### src/rtl/scene_table_ctrl.sv
// scene_table_ctrl
//   Double-buffered sphere table between the SPI receiver and the line
//   controller. A header word (magic 0xA5 in the top byte, sphere count in
//   the low CNT_W bits) is followed by that many sphere words, which are
//   collected into a shadow bank. The complete scene is copied into the
//   active bank in one cycle, at a frame boundary, once the renderer is idle.
//
// Ports
//   CLK100MHZ       in   system clock, rising edge
//   ck_rst          in   synchronous active-high reset
//   recv_dv         in   strobe, recv_64bit valid
//   recv_64bit      in   received header or sphere word
//   recv_interrupt  out  high = ready to accept SPI words
//   frame_start     in   pulse at the start of each frame
//   line_busy       in   high while the line controller is working
//   spheres         out  active bank, slot k at [k*SPHERE_W +: SPHERE_W]
//   sphere_count    out  valid slots in the active bank
//   swap_done       out  pulse coincident with the active-bank update
//   load_err        out  sticky protocol error, cleared only by reset
//
// state    | meaning
// ---------+----------------------------------------------------------
// IDLE     | waiting for a header word
// LOAD     | collecting C sphere words into the shadow bank
// PENDING  | scene complete, waiting for frame_start and an idle renderer
// SWAP     | one cycle: shadow bank copied into the active bank

module scene_table_ctrl #(
  parameter int MAX_SPHERES = 8,
  parameter int SPHERE_W    = 64,
  parameter int CNT_W       = 4
) (
  input  logic                            CLK100MHZ,
  input  logic                            ck_rst,
  input  logic                            recv_dv,
  input  logic [SPHERE_W-1:0]             recv_64bit,
  output logic                            recv_interrupt,
  input  logic                            frame_start,
  input  logic                            line_busy,
  output logic [MAX_SPHERES*SPHERE_W-1:0] spheres,
  output logic [CNT_W-1:0]                sphere_count,
  output logic                            swap_done,
  output logic                            load_err
);

  localparam logic [1:0] S_IDLE    = 2'd0;
  localparam logic [1:0] S_LOAD    = 2'd1;
  localparam logic [1:0] S_PENDING = 2'd2;
  localparam logic [1:0] S_SWAP    = 2'd3;

  localparam logic [7:0]       MAGIC   = 8'hA5;
  localparam logic [CNT_W-1:0] MAX_CNT = CNT_W'(MAX_SPHERES);

  logic [1:0]       state_q, state_d;
  logic [CNT_W-1:0] count_q, count_d;
  logic [CNT_W-1:0] idx_q, idx_d;
  logic [CNT_W-1:0] act_count_q;
  logic             frame_seen_q, frame_seen_d;
  logic             load_err_q, load_err_d;
  logic             irq_q;
  logic             swap_done_q;

  logic [MAX_SPHERES-1:0][SPHERE_W-1:0] shadow_q;
  logic [MAX_SPHERES-1:0][SPHERE_W-1:0] active_q;

  logic [CNT_W-1:0] hdr_count;
  logic             hdr_ok;
  logic             shadow_we;

  assign hdr_count = recv_64bit[CNT_W-1:0];
  assign hdr_ok    = (recv_64bit[SPHERE_W-1 -: 8] == MAGIC) &&
                     (hdr_count != '0) && (hdr_count <= MAX_CNT);
  assign shadow_we = (state_q == S_LOAD) && recv_dv;

  always_comb begin
    state_d      = state_q;
    count_d      = count_q;
    idx_d        = idx_q;
    frame_seen_d = frame_seen_q;
    load_err_d   = load_err_q;
    case (state_q)
      S_IDLE: begin
        if (recv_dv) begin
          if (hdr_ok) begin
            count_d = hdr_count;
            idx_d   = '0;
            state_d = S_LOAD;
          end else begin
            load_err_d = 1'b1;
          end
        end
      end
      S_LOAD: begin
        if (recv_dv) begin
          idx_d = idx_q + 1'b1;
          if (idx_q == count_q - 1'b1) state_d = S_PENDING;
        end
      end
      S_PENDING: begin
        if (recv_dv) load_err_d = 1'b1;
        // Only a frame_start seen while already pending arms the swap.
        if (frame_start) frame_seen_d = 1'b1;
        if (frame_seen_q && !line_busy) state_d = S_SWAP;
      end
      default: begin
        if (recv_dv) load_err_d = 1'b1;
        frame_seen_d = 1'b0;
        state_d      = S_IDLE;
      end
    endcase
  end

  always_ff @(posedge CLK100MHZ) begin
    if (ck_rst) begin
      state_q      <= S_IDLE;
      count_q      <= '0;
      idx_q        <= '0;
      frame_seen_q <= 1'b0;
      load_err_q   <= 1'b0;
      irq_q        <= 1'b0;
      swap_done_q  <= 1'b0;
      act_count_q  <= '0;
      active_q     <= '0;
    end else begin
      state_q      <= state_d;
      count_q      <= count_d;
      idx_q        <= idx_d;
      frame_seen_q <= frame_seen_d;
      load_err_q   <= load_err_d;
      // Registered from the current state, so it lags the state by one edge.
      irq_q        <= (state_q == S_IDLE) || (state_q == S_LOAD);
      swap_done_q  <= (state_q == S_SWAP);
      if (state_q == S_SWAP) begin
        act_count_q <= count_q;
        for (int k = 0; k < MAX_SPHERES; k++) begin
          active_q[k] <= (k < int'(count_q)) ? shadow_q[k] : '0;
        end
      end
    end
  end

  // Shadow contents are only meaningful between header and swap, so no reset.
  always_ff @(posedge CLK100MHZ) begin
    if (shadow_we) begin
      for (int k = 0; k < MAX_SPHERES; k++) begin
        if (idx_q == CNT_W'(k)) shadow_q[k] <= recv_64bit;
      end
    end
  end

  assign spheres        = active_q;
  assign sphere_count   = act_count_q;
  assign swap_done      = swap_done_q;
  assign load_err       = load_err_q;
  assign recv_interrupt = irq_q;

endmodule

### config.mk
export PLATFORM = sky130hd
export DESIGN_NAME = scene_table_ctrl
export DESIGN_NICKNAME = d
export VERILOG_FILES = /design/src/rtl/scene_table_ctrl.sv
export SDC_FILE = /design/constraint.sdc
export NUM_CORES = 1
export LEC_CHECK = 0
export BUFFER_PORTS_ARGS = -buffer_cell sky130_fd_sc_hd__buf_2
export CAP_MARGIN = 25
export CORE_MARGIN = 4
export CORE_UTILIZATION = 35
export DETAILED_ROUTE_END_ITERATION = 10
export SLEW_MARGIN = 5
export SYNTH_ARGS = -nofsm -noshare
export SYNTH_HDL_FRONTEND = slang
export SYNTH_SLANG_ARGS = --single-unit
### constraint.sdc
create_clock -name CLK100MHZ -period 3.3 [get_ports CLK100MHZ]
set_input_delay 0 -clock CLK100MHZ [delete_from_list [all_inputs] [get_ports CLK100MHZ]]
set_output_delay 0 -clock CLK100MHZ [all_outputs]
set_load 0.05 [all_outputs]
==> impl_results.md <==
- Run status: complete, no violations
- # H-tree levels: 3
- Tightest Pin Transition: between 1 and 1.5 ns
- Sink Count: 1042
- Initial Util: a little over a third
- Asr flop ratio synth: 0%
- Total negative slack: 0 ns
- Post-CTS sizing: 0
- Maximum VDD drop: 0.462 mV
- Minimum clock period after layout: 2.75 ns
- # fillers: around 8500
- Max-cap violations: 0
- Synthesized instance count: ~2300
- Fmax: between 0.3 and 0.4 GHz
- Number of global-route vias before repair: 21300
- # IOs: 588
- Clk buf depth: 3
- Yosys top cell by area: edfxtp_1
- RePlAce Congestion: just under 0.8
- First-pass detailed-route iteration total: 8
- Vias post-DR: 22000
- Layout area overhead: 26.3%
- Placed cell areas: 0.0378 mm2
- Syn Std Cell Area: 0.0332 mm2
- Net count after synthesis: between 2000 and 2500
- Hold Fails Final Rpt: 0
- Top FF cell, synth: dfxtp_1
- Slew margin rel.: a little over a quarter
- DIE AREA: about 0.10 mm2
- Die W: between 300 and 400 um
- Final slew viol count: 0
- Core Area: 0.0936 mm2
- GRT Residual Overflow: 0
- NumNets Final: 3074
- Clk slew on worst S/H paths: ~0.06 ns
- Cell Pwr Density: between 600 and 700 mW/mm2
- Clk Latency, worst-skew pair: 0.67 ns
- Post-route insts no fill: 4338
- Final antenna-violating net count: 0
- Syn Area/Cell: 14.1 um2
- Post-synth top area share: 46.4%
- Pin count of the biggest net entering global routing: between 150 and 200
- DRC violations left: 0
- Clock skew: 0.0168 ns
- Unrepaired setup endpoints after global routing: no
- Routed len/inst: 23.1 um
- CP Capture Type: flip-flop
- Fin area: 0.0419 mm2
- Final setup fails: 0
- Port Buffers: ~590
- CTS buffer count: ~110
- Final Cycle Share: 83.4%
- Antenna violations before repair: 2
- Most common cell after layout, fill and taps aside: buf_2
- DP Wirelength: approximately 62000 um
- Postcts setup bufs: 0
- Final WL: ~100000 um
- Fraction of layout cells with a size suffix above 1: between 20% and 30%
- CTS tree: yes
- Via density: 5.07
- Synth warn: 0
- Number of enable flip-flop cells after synthesis: roughly 500
- Rows: ~110
- Ant diodes: 0
- Worst Setup Start Kind: flip-flop
- Die H: about 320 um
- Area contributors post-synth: edfxtp_1, dfxtp_1, a22oi_1
- Unique masters post-synth: 35
- Crit path max fanout: 32
- FF-to-FF setup slack: roughly 0.55 ns
- Pleak: between 15 and 20 nW
- Kind of critical path: flip-flop to flip-flop
- Worst EP required: 3.63 ns
- First-pass GRT wire length: about 140000 um
- # hold bufs at CTS: between 60 and 70
- 1st-iter DRT viols: 2111
- Total GRT Usage: 19.3%
- Total Power: ~26 mW
- Register area share after synthesis: 78.4%
- Hold WC Path Type: input pin to flip-flop
- Crit path DAT: around 3.1 ns
- Commonest non-fill, non-tap cells in the layout: buf_2, nor2_1, dfxtp_1, a22oi_1, edfxtp_1
- Yosys reg bits: around 1000
- Root buf cell: clkbuf_16
- Placed Cells: a little over 4000
[report_power, final]
| group | total, mW | leakage (nW) | internal, mW | switching [mW] |
|---|---|---|---|---|
| Combinational | 0.401 | 5.45 | 0.113 | 0.288 |
| Sequential | 13.6 | 8.87 | 13.5 | 0.00136 |
| Clock | 11.7 | 1.70 | 6.78 | 4.96 |
[layout make-up]
class                   count  area, um2  share of cell area (%)
clock buffers             146       2980                    7.11
clock inverters            52        447                    1.07
inverters                  10       45.0                   0.108
multi-input cells        1130       6580                    15.7
flip-flops and latches   1042      26000                    62.1
well taps                1254       1570                    3.75
repair buffers            704       4260                    10.2
[worst max-delay path, cell delays in order, from the launching register on]
cell and delay, ns:
dfxtp_1 0.35, inv_1 0.09, ha_1 0.31, inv_1 0.15
nor4b_1 0.64, and2_4 0.50, buf_12 0.29
[cells in the mapped netlist (2+ instances only)]
cell,n
a21oi_1,11
a22oi_1,512
a31oi_1,2
and2_1,10
buf_1,4
buf_2,7
clkbuf_1,156
dfxtp_1,530
edfxtp_1,512
ha_1,12
inv_1,9
mux2i_1,9
nand2_1,3
nand2b_1,4
nand3_1,2
nor2_1,537
nor3_1,3
nor4_1,2
o21ai_0,3
xnor2_1,6
[state kept, by name, summed over array words and instances, names as in the netlist, 2 cells and up]
name,flops
idx_q,4
state_q,2
shadow_q,512
spheres,512
sphere_count,4
count_q,4
[stage by stage]
step | setup slack (ns) | hold slack, ns | utilization (%)
final | 0.548 | 0.191 | 44.7
after global routing | 0.377 | 0.161 | 44.7
after CTS | 0.549 | 0.128 | 44.7
after detailed placement | 0.582 | 0.314 | 40.3
after global placement | 0.655 | 0.315 | 40.3
after floorplan | 0.192 | 0.0989 | -
[per-layer routing]
layer  vias to the layer above  GRT usage, %  share of wire (%)  routed length, um
li1                       9951             -                  -                  -
met1                     11100          24.9                 41              41400
met2                       808          31.6                 48              47600
met3                       168          5.44                7.8               7840
met4                         0          6.33                3.2               3230
met5                         -             0                  0                  0
[final timing paths]
check                                     from       endpoint  cells after the start
worst min register to register   shadow_q[365]   spheres[365]                      2
worst max-delay path                state_q[1]  shadow_q[168]                      6
worst min-delay path            recv_64bit[22]  shadow_q[470]                      2
worst max register to register      state_q[1]  shadow_q[168]                      6
[cells by family (layout without fill, tap and decap cells)]
| group | Yosys count | count (layout) | synth area share, % |
|---|---|---|---|
| AOI/OAI and AO/OA | 532 | 532 | 11.9 |
| xor gates and xnor gates | 6 | 6 | 0.159 |
| adders and majority gates | 12 | 12 | 0.453 |
| buffers and inverters | 177 | 912 | 2.03 |
| DFF | 1042 | 1042 | 78.4 |
| muxes | 10 | 10 | 0.306 |
| and+or+nand+nor | 570 | 570 | 6.73 |
Note: power is estimated with default switching activity, not from simulation.
